## config.mk

```make
export PLATFORM = sky130hd
export DESIGN_NAME = serial_add_ctrl
export DESIGN_NICKNAME = d
export VERILOG_FILES = /design/src/rtl/serial_add_ctrl.sv
export SDC_FILE = /design/constraint.sdc
export NUM_CORES = 1
export LEC_CHECK = 0
export CAP_MARGIN = 0
export CORE_MARGIN = 2
export CORE_UTILIZATION = 42
export CTS_CLUSTER_DIAMETER = 100
export DETAILED_ROUTE_END_ITERATION = 8
export GPL_ROUTABILITY_DRIVEN = 0
export PLACE_DENSITY = 0.7
export SYNTH_ARGS = -nofsm -noshare
export SYNTH_HDL_FRONTEND = slang
export SYNTH_SLANG_ARGS = --single-unit
```

## constraint.sdc

```tcl
create_clock -name clk -period 3.3 [get_ports clk]
set_clock_uncertainty 0.1 [all_clocks]
set_input_delay 0.66 -clock clk [delete_from_list [all_inputs] [get_ports clk]]
set_output_delay 0.66 -clock clk [all_outputs]
set_load 0.05 [all_outputs]
```

## src/rtl/serial_add_ctrl.sv

```systemverilog
// rtl/serial_add_ctrl.sv - nibble-serial add/subtract controller time-sharing one 4-bit ripple adder
//
// n_ripple_adder : N-bit ripple-carry adder (sum = a + b + c_in, carry on c_out).
// serial_add_ctrl: computes a+b or a-b one nibble per cycle, least significant first.
//   clk      in   clock, rising edge
//   rst_n    in   asynchronous active-low reset
//   start    in   request, sampled only while ready
//   op_sub   in   0 = a+b, 1 = a-b (captured with start)
//   a, b     in   W-bit operands (captured with start)
//   ready    out  idle, able to accept start
//   busy     out  nibbles being processed
//   done     out  one-cycle pulse, result/c_out/overflow valid
//   result   out  W-bit sum or difference, held until the next accept
//   c_out    out  final carry (subtraction: 1 = no borrow)
//   overflow out  two's-complement signed overflow

module n_ripple_adder #(
   parameter int N = 4
) (
   input  logic [N-1:0] a,
   input  logic [N-1:0] b,
   input  logic         c_in,
   output logic [N-1:0] sum,
   output logic         c_out
);
   logic c;

   always_comb begin
      c   = c_in;
      sum = '0;
      for (int i = 0; i < N; i++) begin
         sum[i] = a[i] ^ b[i] ^ c;
         c      = (a[i] & b[i]) | (c & (a[i] ^ b[i]));
      end
      c_out = c;
   end
endmodule

module serial_add_ctrl #(
   parameter int NIBBLES = 4
) (
   input  logic                   clk,
   input  logic                   rst_n,
   input  logic                   start,
   input  logic                   op_sub,
   input  logic [4*NIBBLES-1:0]   a,
   input  logic [4*NIBBLES-1:0]   b,
   output logic                   ready,
   output logic                   busy,
   output logic                   done,
   output logic [4*NIBBLES-1:0]   result,
   output logic                   c_out,
   output logic                   overflow
);
   localparam int W  = 4 * NIBBLES;
   localparam int CW = (NIBBLES > 1) ? $clog2(NIBBLES) : 1;

   typedef enum logic [1:0] {
      IDLE = 2'd0,
      RUN  = 2'd1,
      DONE = 2'd2
   } state_t;

   state_t        state_q, state_d;
   logic [W-1:0]  a_q, a_d;
   logic [W-1:0]  b_q, b_d;
   logic [W-1:0]  result_q, result_d;
   logic          sub_q, sub_d;
   logic          carry_q, carry_d;
   logic          cout_q, cout_d;
   logic          ovf_q, ovf_d;
   logic [CW-1:0] cnt_q, cnt_d;

   logic [3:0]    nib_a, nib_b, nib_sum;
   logic          nib_cin, nib_cout;
   logic          last_nib;

   assign nib_a    = a_q[4*int'(cnt_q) +: 4];
   assign nib_b    = b_q[4*int'(cnt_q) +: 4];
   // First nibble takes its carry-in straight from the captured operation
   // (the +1 of the two's-complement negate); later nibbles chain the carry.
   assign nib_cin  = (cnt_q == '0) ? sub_q : carry_q;
   assign last_nib = (cnt_q == CW'(NIBBLES - 1));

   n_ripple_adder #(.N(4)) u_adder (
      .a     (nib_a),
      .b     (nib_b),
      .c_in  (nib_cin),
      .sum   (nib_sum),
      .c_out (nib_cout)
   );

   always_comb begin
      state_d  = state_q;
      a_d      = a_q;
      b_d      = b_q;
      result_d = result_q;
      sub_d    = sub_q;
      carry_d  = carry_q;
      cout_d   = cout_q;
      ovf_d    = ovf_q;
      cnt_d    = cnt_q;
      case (state_q)
         IDLE: begin
            if (start) begin
               a_d      = a;
               b_d      = op_sub ? ~b : b;
               sub_d    = op_sub;
               carry_d  = op_sub;
               cnt_d    = '0;
               result_d = '0;
               cout_d   = 1'b0;
               ovf_d    = 1'b0;
               state_d  = RUN;
            end
         end
         RUN: begin
            result_d[4*int'(cnt_q) +: 4] = nib_sum;
            carry_d = nib_cout;
            if (last_nib) begin
               // Counter stays on the top nibble; it is only rewound in DONE.
               cout_d  = nib_cout;
               // nib_sum[3] is the result sign bit being written this edge.
               ovf_d   = (a_q[W-1] == b_q[W-1]) && (nib_sum[3] != a_q[W-1]);
               state_d = DONE;
            end else begin
               cnt_d = cnt_q + 1'b1;
            end
         end
         DONE: begin
            cnt_d   = '0;
            state_d = IDLE;
         end
         default: state_d = IDLE;
      endcase
   end

   always_ff @(posedge clk or negedge rst_n) begin
      if (!rst_n) begin
         state_q  <= IDLE;
         a_q      <= '0;
         b_q      <= '0;
         result_q <= '0;
         sub_q    <= 1'b0;
         carry_q  <= 1'b0;
         cout_q   <= 1'b0;
         ovf_q    <= 1'b0;
         cnt_q    <= '0;
      end else begin
         state_q  <= state_d;
         a_q      <= a_d;
         b_q      <= b_d;
         result_q <= result_d;
         sub_q    <= sub_d;
         carry_q  <= carry_d;
         cout_q   <= cout_d;
         ovf_q    <= ovf_d;
         cnt_q    <= cnt_d;
      end
   end

   assign ready    = (state_q == IDLE);
   assign busy     = (state_q == RUN);
   assign done     = (state_q == DONE);
   assign result   = result_q;
   assign c_out    = cout_q;
   assign overflow = ovf_q;
endmodule

```

Word-level counts from Yosys, hierarchy flattened --
Index checks and enable logic that the tools add are counted.
Word-level totals: bits in registers 56, bits of input ports 36, output and inout bits 21, word-level logic and storage cells 72
Cells by class: add/subtract/negate cells 2, equal/unequal tests 8, shifts and indexed selects 4, multiplexer cells 18, bitwise operators 21, reduce and logical (&&, ||, !) cells 10
Operator list (count):
- 4-bit negator with 33-bit output | 1
- 4-bit by 33-bit variable shift with 16-bit output, first input constant | 1
- 4-bit by 33-bit variable part select with 16-bit output | 1
- 16-bit 2-to-1 mux | 2
- 16-bit case mux with 2 select lines | 1
- 16-bit by 5-bit variable part select with 4-bit output | 2
- 16-bit bitwise mux | 1
- 16-bit inverter | 1
- 1-bit AND | 8
- 2-bit 2-to-1 mux | 4
- 1-bit XOR | 8
- 1-bit case mux with 2 select lines | 3
- 2-bit case mux with 3 select lines | 1
- 2-bit AND reduction | 3
- 3-bit AND reduction | 2
- 1-bit 2-to-1 mux | 5
- 2-bit equality test, second input constant | 2
- 2-bit logical NOT | 2
- 2-bit != test, second input constant | 2
- 1-bit OR | 4
- 2-bit case mux with 2 select lines | 1
- 3-bit nonzero test | 1
- 2-bit by 1-bit adder with 2-bit output, second input constant | 1
- 2-bit by 1-bit equality test with 1-bit output, second input constant | 1
- 5 further kinds | 5

Logic depth before layout (Yosys ltp) --
depth in word-level cells 13, gate-level depth with buffers 15, mapped depth without buffers 13

Modules after synthesis --
A second synthesis with hierarchy kept.
Second synthesis, totals: cells, all modules 225, area total of the unflattened synthesis 2738.9 um^2
By module, submodules not included:
- serial_add_ctrl | times used 1, cells each 211, area an instance 2621.3 um^2, sequential area each 1401.3 um^2
- n_ripple_adder | times used 1, cells each 14, area an instance 117.6 um^2, sequential area each 0.0 um^2

Least setup slack after synthesis --
No wires, ideal clock.
path kind reg-to-reg, from register cnt_q[0], to register ovf_q (netlist: overflow), library setup time 83 ps, data arrival time 3242 ps, data required time 3117 ps, path slack -124 ps, cell stages (with the launch flop) 16, path buffers 2, period minus slack after synthesis 3424 ps, cell sequence dfrtp_1 -> buf_2 -> inv_1 -> ha_1 -> clkbuf_1 -> mux2i_1 -> fa_1 -> inv_1 -> fa_1 -> inv_1 -> fa_1 -> inv_1 -> fa_1 -> and3b_1 -> a21oi_1 -> o21ai_0
On the way: word-level cells in the longest chain between the ends 13, elaborated cells on any way between the ends 25, those cells by class eq/ne: 3; shift: 2; mux: 3; bitwise: 14; reduce/logical: 3
Ends and longest elaborated chain:
- from (decl) | RTL line 72 | logic [CW-1:0] cnt_q, cnt_d;
- from (signal assigned) | RTL line 158 | cnt_q <= cnt_d;
- 16-bit by 5-bit variable part select with 4-bit output, or another cell as far along | RTL line 78 | assign nib_a = a_q[4*int'(cnt_q) +: 4];
- 1-bit XOR or 1-bit 2-to-1 mux (tied branches) | RTL line 33, 82
- 1-bit AND | RTL line 33 | c = (a[i] & b[i]) | (c & (a[i] ^ b[i]));
- 1-bit OR | RTL line 33
- 1-bit AND | RTL line 33
- 1-bit OR | RTL line 33
- 1-bit AND | RTL line 33
- 1-bit OR | RTL line 33
- 1-bit XOR | RTL line 32 | sum[i] = a[i] ^ b[i] ^ c;
- 1-bit != test | RTL line 124 | ovf_d = (a_q[W-1] == b_q[W-1]) && (nib_sum[3] != a_q[W-1]);
- 1-bit logical AND | RTL line 124
- 1-bit 2-to-1 mux | RTL line 120 | if (last_nib) begin
- 1-bit case mux with 2 select lines | RTL line 103 | case (state_q)
- to (signal assigned) | RTL line 157 | ovf_q <= ovf_d;
- to (decl) | RTL line 71 | logic ovf_q, ovf_d;
Several ways; a longest one is shown, not always the timed one. The select of a mux whose other input is x is not followed. A chain may end at the register's enable or synchronous reset.

Worst setup path after layout --
Ends and elaborated chain as after synthesis.

==> flow_summary.yaml <==
floorplan:
  die_y_microns: 85.0
  ios: 57
  die_x_microns: 85.0
  start_util_pct: 43.3
  core_area_sq_mm: 0.00635
  row_count: 29
  dieArea_sq_mm: 0.00722
clocking:
  root_buffer: "clkbuf_8"
  cts_post_setup_buffers_inserted: 0
  clock_latency_ns: 0.30
  cts_htree_levels: 2
  cts.sinks: 56
  cts_tree: "built"
  cts_hold_repair.buffers: 0
  cts_made_buffers: 5
  clockBufferDepth: 2
  cts-resized-gates: 0
  clk_pin_slew_ns: 0.09
global_route:
  track_usage_pct: 16.0
  grt_pass1_vias: 1842
  grt_pass1_wl_microns: 9140
  grt_max_degree: 57
  antenna_found_initial: 0
  overflow: 0
power:
  p_leak_nw: 1.47
  power.switching_mw: 1.68
  comb_power_share_pct: 58.7
  seq_power_share_pct: 32.0
  intPower_mw: 2.11
  p_per_area_mw_per_mm2: 1080
  switching_share_pct: 44.4
  pwr-share-clk_pct: 9.3
  peakVddDrop_mv: 0.569
  power_mw: 3.79
cells_and_area:
  syn2layout_area_growth_pct: 27.3
  utilization_pct: 55.2
  num-nets-final: 336
  final_cell_area_sq_mm: 0.00350
  drive_gt1_share_pct: 15.1
  diodes: 0
timing:
  rsz0062_at_grt: "no"
  slew_headroom_pct: 41.3
  worst_pin_slew_ns: 0.878
  hold_viol: 0
  fmax_mhz: 328
  setup_tns_ns: 0
  post-route-period-util_pct: 92.4
  setup_viol: 0
  min_period_ns: 3.05
  slew_violations: 0
route:
  vias: 1892
  vias_per_cell: 5.14
  wl_microns: 5450
  antenna_left: 0
  routedWlPerCell_microns: 14.8
  firstDrtPassIters: 4
  drtIter0Drc: 51
  drc: 0
synthesis:
  syn_area_sq_mm: 0.00275
  syn_nets: 275
  async_reset_ff_share_pct: 100
  ys_seq_area_share_pct: 50.9
  ys_seq_elements: 56
  synth_edf_count: 0
  synth.distinct_cells: 34
  syn_avg_cell_area_sq_um: 12.0
  synthFlopType: "dfrtp_1"
  synth-warning-count: 0
  postSynthCellCount: 230
placement:
  portBuffers: 56
  hpwlAfterDp_microns: 4060
  placed_cell_area_sq_mm: 0.00342
critical_path:
  slowest_stage: "mux4_2"
  cp.arrival_ns: 3.14
  path_delay_family: "adder cells"
  required_ns: 3.39
  critPathMaxStageDelay_ns: 0.54
  critical_path_buf_inv_count: 4
  path_class: "flip-flop to flip-flop"
  setup.worst_path.start_class: "flip-flop"
  crit_fanout: 6
  worstPathCellList: "mux4_2, inv_1, fa_1, inv_1, fa_1, inv_1, fa_1, inv_1, fa_1, and3b_1, a21oi_1, o21ai_0"
  worst_setup_path_end_kind: "flip-flop"
run_status:
  status: "completed"
hold_path:
  hold_class: "primary input to asynchronous set/reset pin"
run:
  max-cap-violations: 0
registers in the layout, summed over array words and instances (netlist names):
name	flops
state_q	2
cnt_q	2
a_q	16
sub_q	1
b_q	16
overflow	1
c_out	1
result	16
carry_q	1
metrics by stage:
stage               instances  setup slack, ns  hold WS (ns)
floorplan                 230          0.00315         0.264
global placement          361            0.358         0.373
detailed placement        361            0.252         0.374
CTS                       368            0.239         0.400
global route              368           0.0691         0.405
finish                    368            0.250         0.379
cell usage after synthesis, types with 3 or more instances:
cell type	number	area (sq um)
buf_2	7	35.0
nand2_1	12	45.0
nor2b_1	3	18.8
xnor2_1	16	140
fa_1	4	80.1
clkbuf_1	4	15.0
inv_1	14	52.6
ha_1	5	62.6
a21oi_1	17	85.1
o21ai_0	6	30.0
a21o_1	4	30.0
dfrtp_1	56	1400
o2bb2ai_1	8	70.1
mux2_2	16	180
a22o_1	9	78.8
mux4_2	8	180
nor2_1	19	71.3
placed cells by master (no fill, tap or decap), drive strengths merged:
| master | Yosys | layout |
|---|---|---|
| and3b | 1 | 1 |
| xnor2 | 16 | 16 |
| nor4 | 1 | 1 |
| o21a | 1 | 1 |
| mux4 | 8 | 8 |
| a22o | 9 | 9 |
| fa | 4 | 4 |
| nor3b | 1 | 1 |
| o211ai | 1 | 1 |
| a21o | 4 | 4 |
| clkbuf | 4 | 5 |
| nor2 | 19 | 19 |
| o21bai | 2 | 2 |
| mux2 | 16 | 16 |
| clkinvlp | 0 | 1 |
| ha | 5 | 5 |
| nand2b | 3 | 3 |
| clkinv | 0 | 1 |
| o21ai | 6 | 6 |
| and4 | 2 | 2 |
| a21oi | 17 | 17 |
| nor2b | 3 | 3 |
| o2bb2ai | 8 | 8 |
| nand4 | 2 | 2 |
| mux2i | 2 | 2 |
| or4 | 1 | 1 |
| or3 | 1 | 1 |
| nand3b | 1 | 1 |
| inv | 14 | 14 |
| dfrtp | 56 | 56 |
| nand2 | 12 | 12 |
| clkdlybuf4s50 | 0 | 55 |
| buf | 8 | 11 |
| a22oi | 1 | 1 |
| nor3 | 1 | 1 |
path summary, 6_finish.rpt:
path                       startpoint         end  slack, ns  cells after the start
max in group asynchronous       rst_n      b_q[3]       2.27                      2
min reg2reg                result[12]  result[12]       0.40                      1
min                             rst_n  result[13]       0.38                      2
min in group clk           result[12]  result[12]       0.40                      1
max                          cnt_q[0]    overflow       0.25                     12
max reg2reg                  cnt_q[0]    overflow       0.25                     12
power by group through the flow:
stage	clock network (mW)	registers (mW)	logic, mW
after floorplan	0	1.39	1.31
after global placement	0	1.22	2.19
after detailed placement	0	1.23	2.23
after CTS	0.368	1.22	2.25
after global routing	0.397	1.25	2.41
final	0.353	1.21	2.23
logic make-up (layout without fill, tap and decap cells):
logic type	Yosys count	after routing	synth area share, %
AND/OR/NAND/NOR	48	48	8.96
adder cells (fa/ha/maj)	9	9	5.18
XOR/XNOR	16	16	5.09
buffers and inverters	26	87	4.00
flip-flops	56	56	50.9
multiplexers	26	26	13.8
AO/OA/AOI/OAI	49	49	12.0
routing by layer:
layer  vias to the layer above  wire length, microns  global-route usage [%]
met5                         -                     0                       0
met4                         0                    54                    4.33
met3                         6                   270                    3.31
met2                        47                  2600                    25.4
met1                       917                  2530                    22.4
li1                        922                     -                       -
layout make-up:
| type | instances | area (sq um) |
|---|---|---|
| Clock inverter | 2 | 12.5 |
| Clock buffer | 5 | 68.8 |
| Fill cell | 563 | 2850 |
| Sequential cell | 56 | 1400 |
| Tap cell | 77 | 96.3 |
| Inverter | 14 | 52.6 |
| Multi-Input combinational cell | 148 | 1240 |
| Timing Repair Buffer | 66 | 631 |
Power figures use the tool's default switching activity.
